`src/rtl/display_scan_controller_if.sv`:
```
// Handshake and display bus of the 7-segment scan controller.
// The master side supplies digits and brightness; the slave side drives the digit enables.
interface display_scan_controller_if #(
    parameter int NUM_DIGITS = 2
);
    logic [4*NUM_DIGITS-1:0] digits_in;
    logic                    load_valid;
    logic                    load_ready;
    logic [3:0]              brightness;
    logic [3:0]              digit_value;
    logic [NUM_DIGITS-1:0]   transistor;
    logic                    frame_done;

    modport master (
        output digits_in, load_valid, brightness,
        input  load_ready, digit_value, transistor, frame_done
    );

    modport slave (
        input  digits_in, load_valid, brightness,
        output load_ready, digit_value, transistor, frame_done
    );
endinterface

```
`src/rtl/display_scan_controller.sv`:
```
// Time-multiplexed 7-segment scan: blank gap, then a duty-limited ACTIVE phase per digit slot.
// New digits are double-buffered and only reach the display at the frame wrap.
module display_scan_controller #(
    parameter int NUM_DIGITS   = 2,
    parameter int DWELL_CYCLES = 24000,
    parameter int BLANK_CYCLES = 480,
    parameter int CNT_W        = 16
) (
    input  logic                      clk,
    input  logic                      reset,
    display_scan_controller_if.slave  scanBus
);
    localparam int SLOT_W     = $clog2(NUM_DIGITS);
    localparam int ON_W       = CNT_W + 1;
    localparam int DWELL_UNIT = DWELL_CYCLES / 16;

    typedef enum logic {
        BLANK,
        ACTIVE
    } scanState_t;

    scanState_t                  state_q, state_d;
    logic [SLOT_W-1:0]           slot_q, slot_d;
    logic [CNT_W-1:0]            cnt_q, cnt_d;
    logic [ON_W-1:0]             onCycles_q, onCycles_d;
    logic [NUM_DIGITS-1:0][3:0]  display_q, display_d;
    logic [NUM_DIGITS-1:0][3:0]  pending_q, pending_d;
    logic                        pendFull_q, pendFull_d;
    logic                        frameDone_q, frameDone_d;

    logic                        blankLast;
    logic                        dwellLast;
    logic                        lastSlot;
    logic                        loadFire;
    logic [NUM_DIGITS-1:0]       enables;

    assign blankLast = (cnt_q == CNT_W'(BLANK_CYCLES - 1));
    assign dwellLast = (cnt_q == CNT_W'(DWELL_CYCLES - 1));
    assign lastSlot  = (slot_q == SLOT_W'(NUM_DIGITS - 1));
    assign loadFire  = scanBus.load_valid && !pendFull_q;

    always_ff @(posedge clk) begin
        if (reset) begin
            state_q     <= BLANK;
            slot_q      <= '0;
            cnt_q       <= '0;
            onCycles_q  <= '0;
            display_q   <= '0;
            pending_q   <= '0;
            pendFull_q  <= 1'b0;
            frameDone_q <= 1'b0;
        end else begin
            state_q     <= state_d;
            slot_q      <= slot_d;
            cnt_q       <= cnt_d;
            onCycles_q  <= onCycles_d;
            display_q   <= display_d;
            pending_q   <= pending_d;
            pendFull_q  <= pendFull_d;
            frameDone_q <= frameDone_d;
        end
    end

    // Brightness is sampled once per slot so the duty cannot change while a digit is lit.
    // The wrap looks at the old pending flag, so a load landing on the wrap edge waits a frame.
    always_comb begin
        state_d     = state_q;
        slot_d      = slot_q;
        cnt_d       = cnt_q + CNT_W'(1);
        onCycles_d  = onCycles_q;
        display_d   = display_q;
        pending_d   = pending_q;
        pendFull_d  = pendFull_q;
        frameDone_d = 1'b0;

        case (state_q)
            BLANK: begin
                if (blankLast) begin
                    state_d    = ACTIVE;
                    cnt_d      = '0;
                    onCycles_d = ON_W'((32'(scanBus.brightness) + 32'd1) * DWELL_UNIT);
                end
            end
            ACTIVE: begin
                if (dwellLast) begin
                    state_d = BLANK;
                    cnt_d   = '0;
                    if (lastSlot) begin
                        slot_d      = '0;
                        frameDone_d = 1'b1;
                        if (pendFull_q) begin
                            display_d  = pending_q;
                            pendFull_d = 1'b0;
                        end
                    end else begin
                        slot_d = slot_q + SLOT_W'(1);
                    end
                end
            end
            default: begin
                state_d = BLANK;
                cnt_d   = '0;
            end
        endcase

        if (loadFire) begin
            pending_d  = scanBus.digits_in;
            pendFull_d = 1'b1;
        end
    end

    always_comb begin
        enables = '0;
        if (state_q == ACTIVE && {1'b0, cnt_q} < onCycles_q) begin
            enables[slot_q] = 1'b1;
        end
    end

    assign scanBus.transistor  = enables;
    assign scanBus.digit_value = display_q[slot_q];
    assign scanBus.load_ready  = !pendFull_q;
    assign scanBus.frame_done  = frameDone_q;
endmodule

```
`src/flat_wrapper.sv`:
```
// flat-port wrapper written by rule: the top's interface ports become plain ports
module display_scan_controller_flat 
#(
    parameter int NUM_DIGITS   = 2,
    parameter int DWELL_CYCLES = 24000,
    parameter int BLANK_CYCLES = 480,
    parameter int CNT_W        = 16
)
  (clk, reset, scanBus_digits_in, scanBus_load_valid, scanBus_brightness, scanBus_load_ready, scanBus_digit_value, scanBus_transistor, scanBus_frame_done);
  display_scan_controller_if #(.NUM_DIGITS(NUM_DIGITS)) scanBus_i ();
  input  logic clk;
  input  logic reset;
  input wire logic [$bits(scanBus_i.digits_in)-1:0] scanBus_digits_in;
  input wire logic [$bits(scanBus_i.load_valid)-1:0] scanBus_load_valid;
  input wire logic [$bits(scanBus_i.brightness)-1:0] scanBus_brightness;
  output wire logic [$bits(scanBus_i.load_ready)-1:0] scanBus_load_ready;
  output wire logic [$bits(scanBus_i.digit_value)-1:0] scanBus_digit_value;
  output wire logic [$bits(scanBus_i.transistor)-1:0] scanBus_transistor;
  output wire logic [$bits(scanBus_i.frame_done)-1:0] scanBus_frame_done;
  assign scanBus_i.digits_in = scanBus_digits_in;
  assign scanBus_i.load_valid = scanBus_load_valid;
  assign scanBus_i.brightness = scanBus_brightness;
  assign scanBus_load_ready = scanBus_i.load_ready;
  assign scanBus_digit_value = scanBus_i.digit_value;
  assign scanBus_transistor = scanBus_i.transistor;
  assign scanBus_frame_done = scanBus_i.frame_done;
  display_scan_controller #(.NUM_DIGITS(NUM_DIGITS), .DWELL_CYCLES(DWELL_CYCLES), .BLANK_CYCLES(BLANK_CYCLES), .CNT_W(CNT_W)) u_core (.clk(clk), .reset(reset), .scanBus(scanBus_i));
endmodule
```
`config.mk`:
```
export PLATFORM = sky130hd
export DESIGN_NAME = display_scan_controller_flat
export DESIGN_NICKNAME = d
export VERILOG_FILES = /design/src/rtl/display_scan_controller_if.sv /design/src/rtl/display_scan_controller.sv /design/src/flat_wrapper.sv
export SDC_FILE = /design/constraint.sdc
export NUM_CORES = 1
export LEC_CHECK = 0
export ABC_AREA = 1
export CAP_MARGIN = 40
export CORE_AREA = 2 2 114 72
export DETAILED_ROUTE_END_ITERATION = 10
export DIE_AREA = 0 0 116 74
export GPL_TIMING_DRIVEN = 0
export PLACE_DENSITY = 0.69
export SYNTH_ARGS = -nofsm -noshare
export SYNTH_HDL_FRONTEND = slang
export SYNTH_SLANG_ARGS = --single-unit
```
`constraint.sdc`:
```
create_clock -name clk -period 4.4 [get_ports clk]
set_input_delay 0.44 -clock clk [delete_from_list [all_inputs] [get_ports clk]]
set_output_delay 0.44 -clock clk [all_outputs]
set_load 0.005 [all_outputs]
```
==> results.sh <==
export IMPL_drc=0
export IMPL_ant_nets=0
export IMPL_synthesis_yosys_warnings=0
export IMPL_buffer_ports_inserted=21
export IMPL_synth_seq_cells=51
export IMPL_synthesis_nets=579
export IMPL_drt_vias_per_instance=5.12
export IMPL_cts_tree="yes"
export IMPL_grt_ovfl_total=0
export IMPL_die_area_um2=8580
export IMPL_fin_cells=649
export IMPL_gp_congestion=0.894
export IMPL_netSwitchingPower_uw=473
export IMPL_maxSlewViolCount=0
export IMPL_cts_hold_buf=0
export IMPL_resized_cells_post_cts=0
export IMPL_netlist_cell_type_count=34
export IMPL_antenna_cells=0
export IMPL_yosysSeqAreaShare_pct=27.8
export IMPL_cp_max_fo=5
export IMPL_stdcell_area_um2=4170
export IMPL_clockRootBuffer="clkbuf_16"
export IMPL_total_power_mw=1.35
export IMPL_cts_buffer_depth=2
export IMPL_timing_max_cap_violations=0
export IMPL_power_sequential_fraction_pct=35.4
export IMPL_finish_net_count=607
export IMPL_die_width_um=116
export IMPL_floorplan_initialDensity_pct=48.4
export IMPL_grt_pass1_wl_um=14500
export IMPL_clock_skew_final_ns=0.00604
export IMPL_crit_path_end_kind="flip-flop"
export IMPL_finalSetupViolations=0
export IMPL_count_of_flip_flops_with_a_built_in_enable_after_synthesis=0
export IMPL_critPathKind="in2reg"
export IMPL_post_route_cells_drive_above_1_share_pct=5.91
export IMPL_rows=25
export IMPL_globalRouteTotalUtil_pct=21.8
export IMPL_vdd_drop_max_v=0.000199
export IMPL_synthToLayoutAreaGrowth_pct=13.6
export IMPL_synthesis_area_um2=3670
export IMPL_drt_iter0_drc=278
export IMPL_cellLeakagePower_nw=1.94
export IMPL_setup_worst_path_start_class="input pin"
export IMPL_syn_inst=512
export IMPL_dpl_instance_area_um2=4010
export IMPL_detailed_place_hpwl_um=6940
export IMPL_sequential_cell_area_um2=1020
export IMPL_finalHoldViolCount=0
export IMPL_fin_util_pct=55.1
export IMPL_timing_critical_path_required_ns=4.65
export IMPL_timing_fmax_ghz=0.247
export IMPL_tightest_slew_ns=0.545
export IMPL_power_density_nw_per_um2=323
export IMPL_cts_post_setup_buffers_inserted=0
export IMPL_hold_worst_slack_ns=0.446
export IMPL_switching_share_pct=35.2
export IMPL_pin_count_of_the_biggest_net_entering_global_routing=15
export IMPL_pin_count=23
export IMPL_status="finished, final reports clean"
export IMPL_timing_final_crit_period_ns=4.04
export IMPL_h_tree_depth=2
export IMPL_final_setup_tns_ns=0
export IMPL_die_h_um=74
export IMPL_timing_final_ws_setup_ns=0.357
export IMPL_pwr_share_comb_pct=36.6
export IMPL_post_route_period_util_pct=91.9
export IMPL_core_outline_area_um2=7570
export IMPL_dpl_cell_count=641
export IMPL_share_of_async_settable_or_async_resettable_flops_after_synthesis_pct=0
export IMPL_grt_setup_unrepaired="false"
export IMPL_final_common_cell="nand2_1"
export IMPL_syn_mean_instance_area_um2=7.16
export IMPL_slew_limit_headroom_pct=63.6
export IMPL_layout_common_cells="nand2_1, inv_1, nor2_1, dfxtp_1, ha_1"
export IMPL_power_report_internal_total_uw=872
export IMPL_clk_pin_slew_ns=0.06
export IMPL_worst_slack_placed_ns=-0.278
export IMPL_synth_flop_cell="dfxtp_1"
export IMPL_final_fill_count=766
export IMPL_clk_latency_ns=0.29
export IMPL_drt_pass1_iter_count=5
export IMPL_worstHoldPathType="reg2reg"
export IMPL_clockPowerShare_pct=28.0
export IMPL_route_detailed_wl_per_inst_um=13.1
export IMPL_arrival_ns=4.29
export IMPL_antenna_violations_before_repair=0
export IMPL_wirelength_um=8520
export IMPL_vias=3320
export IMPL_grt_pass1_vias=2922
export IMPL_cts_inserted_buffers=5
export IMPL_clk_sink_count=51
export IMPL_area_occupied_by_multi_input_gates_um2=2290
cells in the mapped netlist, drive strengths merged, types with 3 or more instances:
master | instances | area (um2)
o21ai | 21 | 105
fa | 10 | 200
nor3 | 8 | 40.0
nor2 | 65 | 272
a21oi | 39 | 210
xnor2 | 3 | 26.3
buf | 3 | 20.0
nand4 | 21 | 138
dfxtp | 51 | 1020
ha | 42 | 526
nand3 | 31 | 173
nand3b | 3 | 26.3
nand2 | 102 | 395
inv | 88 | 330
xor2 | 15 | 131
clkbuf | 4 | 15.0
routing by layer:
layer | track usage [%] | share of wire, % | vias to the layer above
li1 | - | - | 1698
met3 | 4.24 | 7.0 | 7
met5 | 0 | 0 | -
met2 | 29.2 | 37 | 110
met4 | 4.37 | 0.84 | 0
met1 | 35.5 | 55 | 1505
path summary, 6_finish.rpt:
| path | start | endpoint | slack [ns] | depth (start not counted) |
|---|---|---|---|---|
| setup / recovery | scanBus_brightness[2] | u_core.onCycles_q[10] | 0.36 | 16 |
| hold / removal | u_core.cnt_q[0] | u_core.cnt_q[0] | 0.45 | 1 |
| setup reg to reg | u_core.cnt_q[0] | u_core.display_q[6] | 2.69 | 8 |
| hold reg to reg | u_core.cnt_q[0] | u_core.cnt_q[0] | 0.45 | 1 |
kinds of logic after synthesis:
group | share of synthesized area [%]
buffers and inverters | 10.1
and+or+nand+nor | 29.0
xor gates and xnor gates | 4.30
adders and majority gates | 19.8
AOI/OAI and AO/OA | 9.01
DFF | 27.8
critical path: stages:
cell,delay [ns]
clkdlybuf4s50_1,0.55
nand3_1,0.14
xor2_2,0.30
inv_1,0.15
fa_1,0.44
inv_1,0.09
fa_1,0.49
fa_1,0.50
ha_1,0.38
nand2_1,0.10
nand3_1,0.17
a21oi_1,0.11
or2_2,0.28
nand3_1,0.06
nand2_1,0.05
inv_1,0.04
sequential cells by signal, indices dropped and copies added (netlist names):
register                   count
u_core.cnt_q                  16
u_core.display_q               8
u_core.lastSlot                1
u_core.onCycles_q             15
u_core.pendFull_q              1
u_core.pending_q               8
u_core.scanBus.frame_done      1
u_core.state_q                 1
area by class of cell:
class,instances,area share (%)
plain buffers,7,0.841
clock buffers,7,3.18
clock inverters,1,0.120
inverters,89,8.02
multi-input cells,365,55.0
flip-flops and latches,51,24.5
well taps,108,3.24
repair buffers,21,5.10
power by group through the flow:
stage          clock [mW]  sequential [mW]  combinational, mW
3_3_place_gp            0            0.486              0.470
6_report            0.377            0.476              0.492
4_1_cts             0.383            0.476              0.485
5_1_grt             0.401            0.477              0.563
2_1_floorplan           0            0.484              0.376
3_5_place_dp            0            0.486              0.482
(Power assumes the default switching activity.)
